`src/rtl/muller_c_elem_formal.sv`:
```
// Synchronous model of a 3-lane two-input Muller C-element bank plus a
// 6-input C-element over every io_in bit. io_in is synchronised first.
// Alongside the C-element state the block keeps a saturating transition
// counter, a sticky shadow-check flag, and sticky cover events.
module muller_c_elem_formal #(
  parameter int SYNC_STAGES = 2,
  parameter int CNT_W       = 8
) (
  input  logic             clk,
  input  logic             rst_n,
  input  logic [5:0]       io_in,
  output logic [2:0]       c_out,
  output logic             c_all,
  output logic [CNT_W-1:0] toggle_cnt,
  output logic             prop_fail,
  output logic             cover_full,
  output logic             cover_all
);

  typedef enum logic [1:0] {
    COV_IDLE = 2'd0,
    COV_HIGH = 2'd1,
    COV_DONE = 2'd2
  } cov_state_e;

  logic [5:0]       sync_q [SYNC_STAGES];
  logic [5:0]       s;
  logic [2:0]       a, b;

  logic [2:0]       c_out_q, c_out_d;
  logic             c_all_q, c_all_d;
  logic [CNT_W-1:0] cnt_q, cnt_d;
  logic             cover_all_q, cover_all_d;
  cov_state_e       cov_q, cov_d;

  // Shadow-check state: inputs and lane state from the previous cycle.
  logic             chk_vld_q;
  logic [5:0]       prev_s_q;
  logic [2:0]       prev_c_q;
  logic             prop_fail_q, prop_fail_d;
  logic [2:0]       prev_agree, lane_bad;

  assign s = sync_q[SYNC_STAGES-1];
  assign a = s[2:0];
  assign b = s[5:3];

  // Input synchroniser chain; io_in reaches s after SYNC_STAGES edges.
  // NOTE: the synchroniser is a small flop array, not a RAM, so it is reset
  // like any other register; a RAM would be left unreset and cleared by logic.
  always_ff @(posedge clk or negedge rst_n) begin
    if (!rst_n) begin
      for (int k = 0; k < SYNC_STAGES; k++) sync_q[k] <= '0;
    end else begin
      sync_q[0] <= io_in;
      for (int k = 1; k < SYNC_STAGES; k++) sync_q[k] <= sync_q[k-1];
    end
  end

  // Next-state: C-element rule per lane and over all six bits, the
  // saturating change counter, sticky cover_all and the lane-0 cover FSM.
  // NOTE: every output of this block gets a default first, so no path can
  // leave a signal unassigned and infer a latch.
  always_comb begin
    // Set when both inputs are 1, keep while at least one input is still 1;
    // this is exactly "agree -> follow, disagree -> hold".
    c_out_d     = (a & b) | (c_out_q & (a | b));
    c_all_d     = (&s) | (c_all_q & (|s));
    cnt_d       = cnt_q;
    cover_all_d = cover_all_q | c_all_d;
    cov_d       = cov_q;

    if ((c_out_d != c_out_q) && (cnt_q != {CNT_W{1'b1}})) begin
      cnt_d = cnt_q + CNT_W'(1);
    end

    case (cov_q)
      COV_IDLE: if (!c_out_q[0] && c_out_d[0]) cov_d = COV_HIGH;
      COV_HIGH: if (c_out_q[0] && !c_out_d[0]) cov_d = COV_DONE;
      COV_DONE: cov_d = COV_DONE;
      default:  cov_d = COV_IDLE;
    endcase
  end

  // Shadow invariant check on the registered lane state: a lane may only
  // have changed if its previous inputs agreed, and when they agreed the
  // lane must now equal that agreed value.
  always_comb begin
    prev_agree  = ~(prev_s_q[2:0] ^ prev_s_q[5:3]);
    lane_bad    = ((c_out_q ^ prev_c_q) & ~prev_agree)
                | (prev_agree & (c_out_q ^ prev_s_q[2:0]));
    prop_fail_d = prop_fail_q | (chk_vld_q & (|lane_bad));
  end

  // State registers; reset clears everything including the sticky flags.
  // NOTE: sequential state uses non-blocking assignments so every flop
  // samples the pre-edge values regardless of statement order.
  always_ff @(posedge clk or negedge rst_n) begin
    if (!rst_n) begin
      c_out_q     <= '0;
      c_all_q     <= 1'b0;
      cnt_q       <= '0;
      cover_all_q <= 1'b0;
      cov_q       <= COV_IDLE;
      chk_vld_q   <= 1'b0;
      prev_s_q    <= '0;
      prev_c_q    <= '0;
      prop_fail_q <= 1'b0;
    end else begin
      c_out_q     <= c_out_d;
      c_all_q     <= c_all_d;
      cnt_q       <= cnt_d;
      cover_all_q <= cover_all_d;
      cov_q       <= cov_d;
      chk_vld_q   <= 1'b1;
      prev_s_q    <= s;
      prev_c_q    <= c_out_q;
      prop_fail_q <= prop_fail_d;
    end
  end

  assign c_out      = c_out_q;
  assign c_all      = c_all_q;
  assign toggle_cnt = cnt_q;
  assign prop_fail  = prop_fail_q;
  assign cover_full = (cov_q == COV_DONE);
  assign cover_all  = cover_all_q;

endmodule

```
`config.mk`:
```
export PLATFORM = sky130hd
export DESIGN_NAME = muller_c_elem_formal
export DESIGN_NICKNAME = d
export VERILOG_FILES = /design/src/rtl/muller_c_elem_formal.sv
export SDC_FILE = /design/constraint.sdc
export NUM_CORES = 1
export LEC_CHECK = 0
export BUFFER_PORTS_ARGS = -buffer_cell sky130_fd_sc_hd__buf_2
export CORE_ASPECT_RATIO = 0.7
export CORE_UTILIZATION = 53
export CTS_BUF_LIST = sky130_fd_sc_hd__clkbuf_4 sky130_fd_sc_hd__clkbuf_8
export DETAILED_ROUTE_END_ITERATION = 16
export PLACE_DENSITY = 0.85
export SETUP_SLACK_MARGIN = 0.15
export SLEW_MARGIN = 20
export SYNTH_ARGS = -nofsm -noshare
export SYNTH_HDL_FRONTEND = slang
export SYNTH_SLANG_ARGS = --single-unit
export TNS_END_PERCENT = 100
```
`constraint.sdc`:
```
create_clock -name clk -period 2.6 [get_ports clk]
set_input_delay 0.39 -clock clk [delete_from_list [all_inputs] [get_ports clk]]
set_output_delay 0.39 -clock clk [all_outputs]
set_load 0.02 [all_outputs]
```
# After elaboration in Yosys (flattened, before gate mapping)
# Cells that the tools add are included.
dict set report totals {
  regBits 38
  input_bits 8
  output_inout_bits 15
}
dict set report classes {
  addsub 1
  n_eq_ne 6
  n_mux 3
  bitwise_logic 17
  n_reduce_logical 10
}
# op count
set op_table {}
lappend op_table {{3-bit AND} 4}
lappend op_table {{3-bit bitwise OR} 3}
lappend op_table {{3-bit bitwise XOR} 3}
lappend op_table {{8-bit by 1-bit adder with 8-bit output, second input constant} 1}
lappend op_table {{8-bit inequality test, second input constant} 1}
lappend op_table {{3-bit NOT} 2}
lappend op_table {{2-bit case mux with 3 select lines} 1}
lappend op_table {{6-bit AND reduction} 1}
lappend op_table {{6-bit OR reduction} 1}
lappend op_table {{2-bit 2-to-1 mux} 2}
lappend op_table {{2-bit inequality test, second input constant} 2}
lappend op_table {{1-bit logical AND} 3}
lappend op_table {{3-bit inequality test} 1}
lappend op_table {{1-bit bitwise OR} 3}
lappend op_table {{3-bit OR reduction} 1}
lappend op_table {{1-bit AND} 2}
lappend op_table {{2-bit by 1-bit equality test with 1-bit output, second input constant} 1}
lappend op_table {{2-bit equality test, second input constant} 1}
lappend op_table {{1-bit zero test} 2}
lappend op_table {{2-bit zero test} 1}
lappend op_table {{2-bit AND reduction} 1}

# Depth between registers and ports, before layout
# Gate-level depths: netlist of run 1.
dict set report logic_depth {
  depth_word 8
  ltp_mapped 7
  mapped_depth_nobuf 7
}

# Worst setup path after synthesis of run 1
# No wires, ideal clock.
dict set report synth_timing {
  kind {register to register}
  startpoint {register c_out_q[0] (netlist: c_out[0])}
  endpoint {register cnt_q[1] (netlist: toggle_cnt[1])}
  t_arrival_ns 1.794
  required_ns 2.475
  setup_slack_ns 0.681
  path_stages_with_launch 7
  synth_period_minus_slack_ns 1.919
  cell_sequence {dfrtp_1 a21o_1 o21ai_0 ha_1 o221ai_2 o21ai_4 mux2_2}
}
dict set report synth_between {
  elab_chain_len 4
}
# item line_no
set synth_rtl {}
lappend synth_rtl {{start, declared} 30} ;# logic [2:0] c_out_q, c_out_d;
lappend synth_rtl {{start signal, assigned} 109} ;# c_out_q <= c_out_d;
lappend synth_rtl {{3-bit AND} 66} ;# c_out_d = (a & b) | (c_out_q & (a | b));
lappend synth_rtl {{3-bit bitwise OR} 66}
lappend synth_rtl {{3-bit inequality test (*)} 72} ;# if ((c_out_d != c_out_q) && (cnt_q != {CNT_W{1'b1}})) begin
lappend synth_rtl {{1-bit logical AND (*)} 72}
lappend synth_rtl {{end signal, assigned} 111} ;# cnt_q <= cnt_d;
lappend synth_rtl {{end, declared} 32} ;# logic [CNT_W-1:0] cnt_q, cnt_d;
# Every way passes the cells marked *; elsewhere a longest branch is shown, timed or not.
# A chain may end at the register's enable or synchronous reset.

# Worst setup path in the final report of run 1
# Same ends and word-level chain as after synthesis.

==> impl_metrics.yaml, run 1 <==
setup_path:
  path_max_fanout: 9
  required_ns: 2.77
  crit_slowest_cell: "dfrtp_1"
  critical_path_class: "reg2reg"
  arrival_ns: 2.13
  endpoint_kind: "flip-flop"
  path_delay_family: "compound AO/OA/AOI/OAI gates"
  cp-start-kind: "flip-flop"
  path_cells: "a21o_1 > o21ai_0 > ha_1 > o221ai_2 > o21ai_4 > mux2_2"
  cpPeakStageDelay_ns: 0.49
  crit_buf_inv: 0
routing:
  dr.pass1.iters: 4
  vias: 922
  via_per_inst: 5.30
  detail_route.wl_per_cell_microns: 14.1
  wl_mm: 2.46
  drc_errors: 0
  drt_iter0_drc: 32
  antenna_left: 0
clock_network:
  clock_latency_ns: 0.29
  hold_buffers: 0
  cts_buffers: 5
  cts_resized: 0
  post_cts_buffers: 0
  cts_buffer_depth: 2
  cts_tree: "built"
  clk_transition_reported_paths_ns: 0.07
  root_buffer: "clkbuf_8"
  cts.sinks: 38
  htree_levels: 2
yosys:
  yosys_warnings: 0
  netlist_instances: 110
  ys_seq_elements: 38
  synth_top_area_share_pct: 65.7
  synth.distinct_cells: 34
  syn_area_per_cell_sq_um: 13.2
  synth_fp_nets: 123
  seq_area_frac_synth_pct: 65.7
  async_flop_share_pct: 100
  synthFlopType: "dfrtp_1"
  synth-edff-count: 0
  synth_area_sq_um: 1450
  synth_area_leader_cell: "dfrtp_1"
  synth.area.top_cells: "dfrtp_1 66%, ha_1 4.3%, a21oi_1 2.8%"
sta:
  clock.fmax_mhz: 511
  finalClockSkew_ns: 0.00503
  finalHoldViolations: 0
  maxSlewViolCount: 0
  worst_pin_slew_ns: 0.821
  maxSlewHeadroom_pct: 45.3
  rsz0062_at_grt: "no"
  setup_viol_count_final: 0
  finalWorstSetupSlack_ns: 0.642
  timing.hold.ws_ns: 0.194
  period_share_pct: 75.3
  setup-tns-final_ns: 0
  period_needed_ns: 1.96
placement:
  dp_cells: 166
  place_hpwl_mm: 1.71
  io_buffers: 22
  gp_routability_congestion: 0.695
  dp_slack_ns: 0.651
grt:
  grt_pass1_vias: 890
  track_usage_pct: 19.8
  antenna_found_initial: 0
  grt_first_pass_wirelength_mm: 3.97
  grt_max_degree: 39
  grt_overflow: 0
power:
  p_seq_share_pct: 42.9
  p_int_w: 0.00127
  power.static_leakage_nw: 0.796
  power.share.clock_pct: 33.2
  power.switching_w: 0.000562
  swShare_pct: 30.6
  ir_drop_mv: 0.481
  pwr_density_cell_nw_per_um2: 1050
  comb_power_share_pct: 23.9
finish:
  stdcell_count: 174
  layout-drive-gt1-share_pct: 26.4
  nets: 152
  fillers: 173
  multi_input_area_sq_um: 482
  antenna-diode-count: 0
  layout_common_cells: "38 x dfrtp_1, 22 x buf_2, 10 x nor2_1, 8 x a21oi_1, 6 x clkbuf_8"
  final_util_pct: 69.3
  mostFrequentLayoutCell: "dfrtp_1"
  areaGrowthSynthToFinish_pct: 20.4
  regArea_sq_um: 951
run:
  cap_violations: 0
floorplan:
  rows: 15
  core-area_sq_um: 2510
  die_w_microns: 64.5
  die_area_sq_um: 2950
  io_pins: 23
  die_h_microns: 45.7
  start_util_pct: 57.6
min_path:
  hold_class: "in2async"
outcome:
  status: "finished, final reports clean"
## sequential cells by signal (all words and copies together) (netlist names)
register and count:
toggle_cnt 8, prev_s_q 6, s 6, sync_q 6, c_out 3, prev_c_q 3, cov_q 2, c_all 1
chk_vld_q 1, cover_all 1, prop_fail 1
## Yosys cell counts, drive strengths merged, types with 2 or more instances
cell type and count:
dfrtp 38, nor2 10, a21oi 8, ha 5, nand2 5, o21ai 5, inv 4, xor2 4
maj3 3, nand3 3, nor3 3, mux2 2, or2 2, xnor2 2
## logic make-up after synthesis
| group | Yosys count | share of synthesized area (%) |
|---|---|---|
| simple gates | 31 | 11.7 |
| buf+inv | 4 | 1.04 |
| other cells | 1 | 0.259 |
| fa+ha+maj | 8 | 6.40 |
| mux | 2 | 1.56 |
| xor+xnor | 6 | 3.63 |
| compound gates | 20 | 9.77 |
| flops | 38 | 65.7 |
## path summary, 6_finish.rpt
kind | to | start | cells past startpoint | slack (ns)
setup reg to reg | toggle_cnt[1] | c_out[0] | 6 | 0.64
hold reg to reg | s[1] | sync_q[7] | 0 | 0.35
min in group clk | sync_q[10] | io_in[4] | 1 | 0.21
hold / removal | toggle_cnt[5] | rst_n | 1 | 0.19
setup / recovery | toggle_cnt[1] | c_out[0] | 6 | 0.64
max in group asynchronous | s[0] | rst_n | 1 | 1.88
## per-stage QoR
step	instance area, sq um	power [W]
after floorplan	1450	0.00109
after global placement	1600	0.00120
after detailed placement	1600	0.00124
after CTS	1740	0.00185
after global routing	1740	0.00193
final	1740	0.00184
## worst register-to-register path, cell delays in order (launching register included)
cell,delay (ns)
dfrtp_1,0.49
a21o_1,0.16
o21ai_0,0.11
ha_1,0.31
o221ai_2,0.12
o21ai_4,0.29
mux2_2,0.37
## routing by layer
metal	up-vias	routed length (microns)	share of wire, %	GRT usage [%]
li1	442	-	-	-
met1	448	1090	44	23.6
met2	27	1190	48	31.4
met3	5	129	5.3	6.75
met4	0	47	1.9	13.3
met5	-	0	0	0
## area by class of cell
cell class / count / area share, %
Clock buffer: 6 / 4.74
Clock inverter: 2 / 3.45
Inverter: 4 / 0.861
Multi-Input combinational cell: 68 / 27.6
Sequential cell: 38 / 54.6
Tap cell: 34 / 2.44
Timing Repair Buffer: 22 / 6.32
## power by group through the flow
stage	Clock [W]	Combinational [W]	Sequential (W)
2_1_floorplan	0	0.000235	0.000858
3_3_place_gp	0	0.000417	0.000787
4_1_cts	0.000617	0.000445	0.000788
3_5_place_dp	0	0.000442	0.000798
6_report	0.000609	0.000438	0.000788
5_1_grt	0.000636	0.000493	0.000801
Note: power is estimated with default switching activity, not from simulation.
==> run 2: changes to the inputs <==
--- a/config.mk
+++ b/config.mk
@@ -7,10 +7,10 @@
 export LEC_CHECK = 0
 export BUFFER_PORTS_ARGS = -buffer_cell sky130_fd_sc_hd__buf_2
 export CORE_ASPECT_RATIO = 0.7
-export CORE_UTILIZATION = 53
+export CORE_UTILIZATION = 52
 export CTS_BUF_LIST = sky130_fd_sc_hd__clkbuf_4 sky130_fd_sc_hd__clkbuf_8
 export DETAILED_ROUTE_END_ITERATION = 16
-export PLACE_DENSITY = 0.85
+export PLACE_DENSITY = 0.87
 export SETUP_SLACK_MARGIN = 0.15
 export SLEW_MARGIN = 20
 export SYNTH_ARGS = -nofsm -noshare
==> constraint.sdc (replaced) <==
create_clock -name clk -period 1.7 [get_ports clk]
set_input_delay 0.255 -clock clk [delete_from_list [all_inputs] [get_ports clk]]
set_output_delay 0.255 -clock clk [all_outputs]
set_load 0.02 [all_outputs]
==> impl_metrics.yaml, run 2 (synthesis results as in run 1) <==
outcome:
  status: "complete, but fails checks"
  violations: "negative setup slack"
setup_path:
  path_cells: "a21o_1 > o21ai_4 > ha_4 > o221ai_4 > o21ai_4 > mux2_4"
  crit_buf_inv: 0
  cp-start-kind: "flip-flop"
  crit_slowest_cell: "dfrtp_1"
  path_max_fanout: 7
  path_common_cell: "o21ai_4"
  critical_path_class: "reg2reg"
  r2r_start: "s[3]"
  cpPeakStageDelay_ns: 0.41
  path_delay_family: "compound AO/OA/AOI/OAI gates"
  arrival_ns: 1.97
  required_ns: 1.88
  r2r_slack_ns: -0.1
  startpoint: "s[3]"
  endpoint_kind: "flip-flop"
grt:
  grt_first_pass_wirelength_mm: 4.23
  grt_pass1_vias: 912
  track_usage_pct: 20.6
  grt_overflow: 0
  antenna_found_initial: 0
  grt_max_degree: 39
sta:
  setup_viol_count_final: 7
  worst_pin_slew_ns: 0.786
  period_share_pct: 106
  clock.fmax_mhz: 557
  maxSlewHeadroom_pct: 47.6
  finalClockSkew_ns: 0.0112
  maxSlewViolCount: 0
  finalWorstSetupSlack_ns: -0.0957
  rsz0062_at_grt: "yes"
  finalHoldViolations: 0
  period_needed_ns: 1.80
finish:
  areaGrowthSynthToFinish_pct: 28.0
  nets: 163
  largest_register_ffs: 8
  fillers: 175
  layout-drive-gt1-share_pct: 37.7
  layout_common_cells: "35 x dfrtp_1, 22 x buf_2, 11 x buf_4, 10 x nor2_1, 8 x clkbuf_8"
  stdcell_count: 185
  mostFrequentLayoutCell: "dfrtp_1"
  antenna-diode-count: 0
power:
  power.share.clock_pct: 25.6
  power.static_leakage_nw: 0.841
  p_int_w: 0.00182
  swShare_pct: 33.8
  power.switching_w: 0.000932
  power_w: 0.00276
  p_seq_share_pct: 44.1
  pwr_density_cell_nw_per_um2: 1490
  comb_power_share_pct: 30.3
  ir_drop_mv: 0.772
routing:
  dr.pass1.iters: 4
  wl_mm: 2.91
  drc_errors: 0
  vias: 985
  via_per_inst: 5.32
  antenna_left: 0
  detail_route.wl_per_cell_microns: 15.7
  drt_iter0_drc: 71
clock_network:
  cts_buffer_depth: 2
  hold_buffers: 0
  cts_tree: "built"
  clock_latency_ns: 0.29
  htree_levels: 2
  clk_transition_reported_paths_ns: 0.08
  cts.sinks: 38
  root_buffer: "clkbuf_8"
  cts_buffers: 5
floorplan:
  io_pins: 23
  rows: 15
  start_util_pct: 56.7
  die_area_sq_um: 3000
  die_h_microns: 46.1
  die_w_microns: 65.1
  core-area_sq_um: 2550
placement:
  gp_routability_congestion: 0.705
  io_buffers: 22
  place_hpwl_mm: 1.76
  dp_cells: 171
min_path:
  hold_class: "in2async"
run:
  cap_violations: 0
run 2: per-stage QoR:
stage	hold WS, ns	setup TNS [ns]	utilization, %	instance area, sq um	worst slack, ns
after global placement	0.332	0	64.5	1650	0.00400
after global routing	0.0631	-0.860	72.6	1850	-0.150
after detailed placement	0.335	-0.0775	64.5	1650	-0.0408
after floorplan	-0.0406	-0.0329	-	1460	-0.0329
final	0.0389	-0.369	72.6	1850	-0.0957
after CTS	0.0648	-0.0541	70.0	1790	-0.0461
run 2: worst paths after layout:
kind	cells past startpoint	to
worst max-delay path	6	toggle_cnt[1]
worst min-delay path	1	toggle_cnt[3]
worst max register to register	6	toggle_cnt[1]
worst min register to register	0	s[1]
max in group asynchronous	1	c_out[0]
min in group clk	1	sync_q[11]
run 2: routing by layer:
metal	track usage [%]	wire (microns)	part of all wire [%]	up-vias
met5	0	0	0	-
met4	13.0	89	3.1	0
met3	6.19	100	3.4	8
met2	31.7	1440	49	26
met1	26.1	1280	44	490
li1	-	-	-	461
run 2: area by class of cell:
cell class                 count  area [sq um]  share of cell area, %
clock buffer                   8           110                   5.94
inverter                       4          15.0                  0.810
multi-input combinational     68           538                   29.0
sequential                    38           955                   51.5
tap                           34          42.5                   2.30
timing repair buffer          33           193                   10.4
run 2: power groups by stage:
stage / clock, W / sequential, W / combinational, W
after floorplan: 0 / 0.00132 / 0.000374
after global placement: 0 / 0.00121 / 0.000693
after detailed placement: 0 / 0.00122 / 0.000746
after CTS: 0.000722 / 0.00120 / 0.000769
after global routing: 0.000753 / 0.00123 / 0.000911
final: 0.000706 / 0.00122 / 0.000835
run 2: what timing repair did:
item                                   in CTS  in global routing
gates resized for setup                     2                  7
setup buffers                               3                  3
setup endpoints to repair                   9                 10
endpoints found under the hold margin       0                  0
pin swaps                                   8                  7
run 2: worst reg2reg max path, stage by stage, from the launching register on:
cell and delay (ns):
dfrtp_1 0.41, a21o_1 0.19, o21ai_4 0.08, ha_4 0.28, o221ai_4 0.10, o21ai_4 0.29, mux2_4 0.34
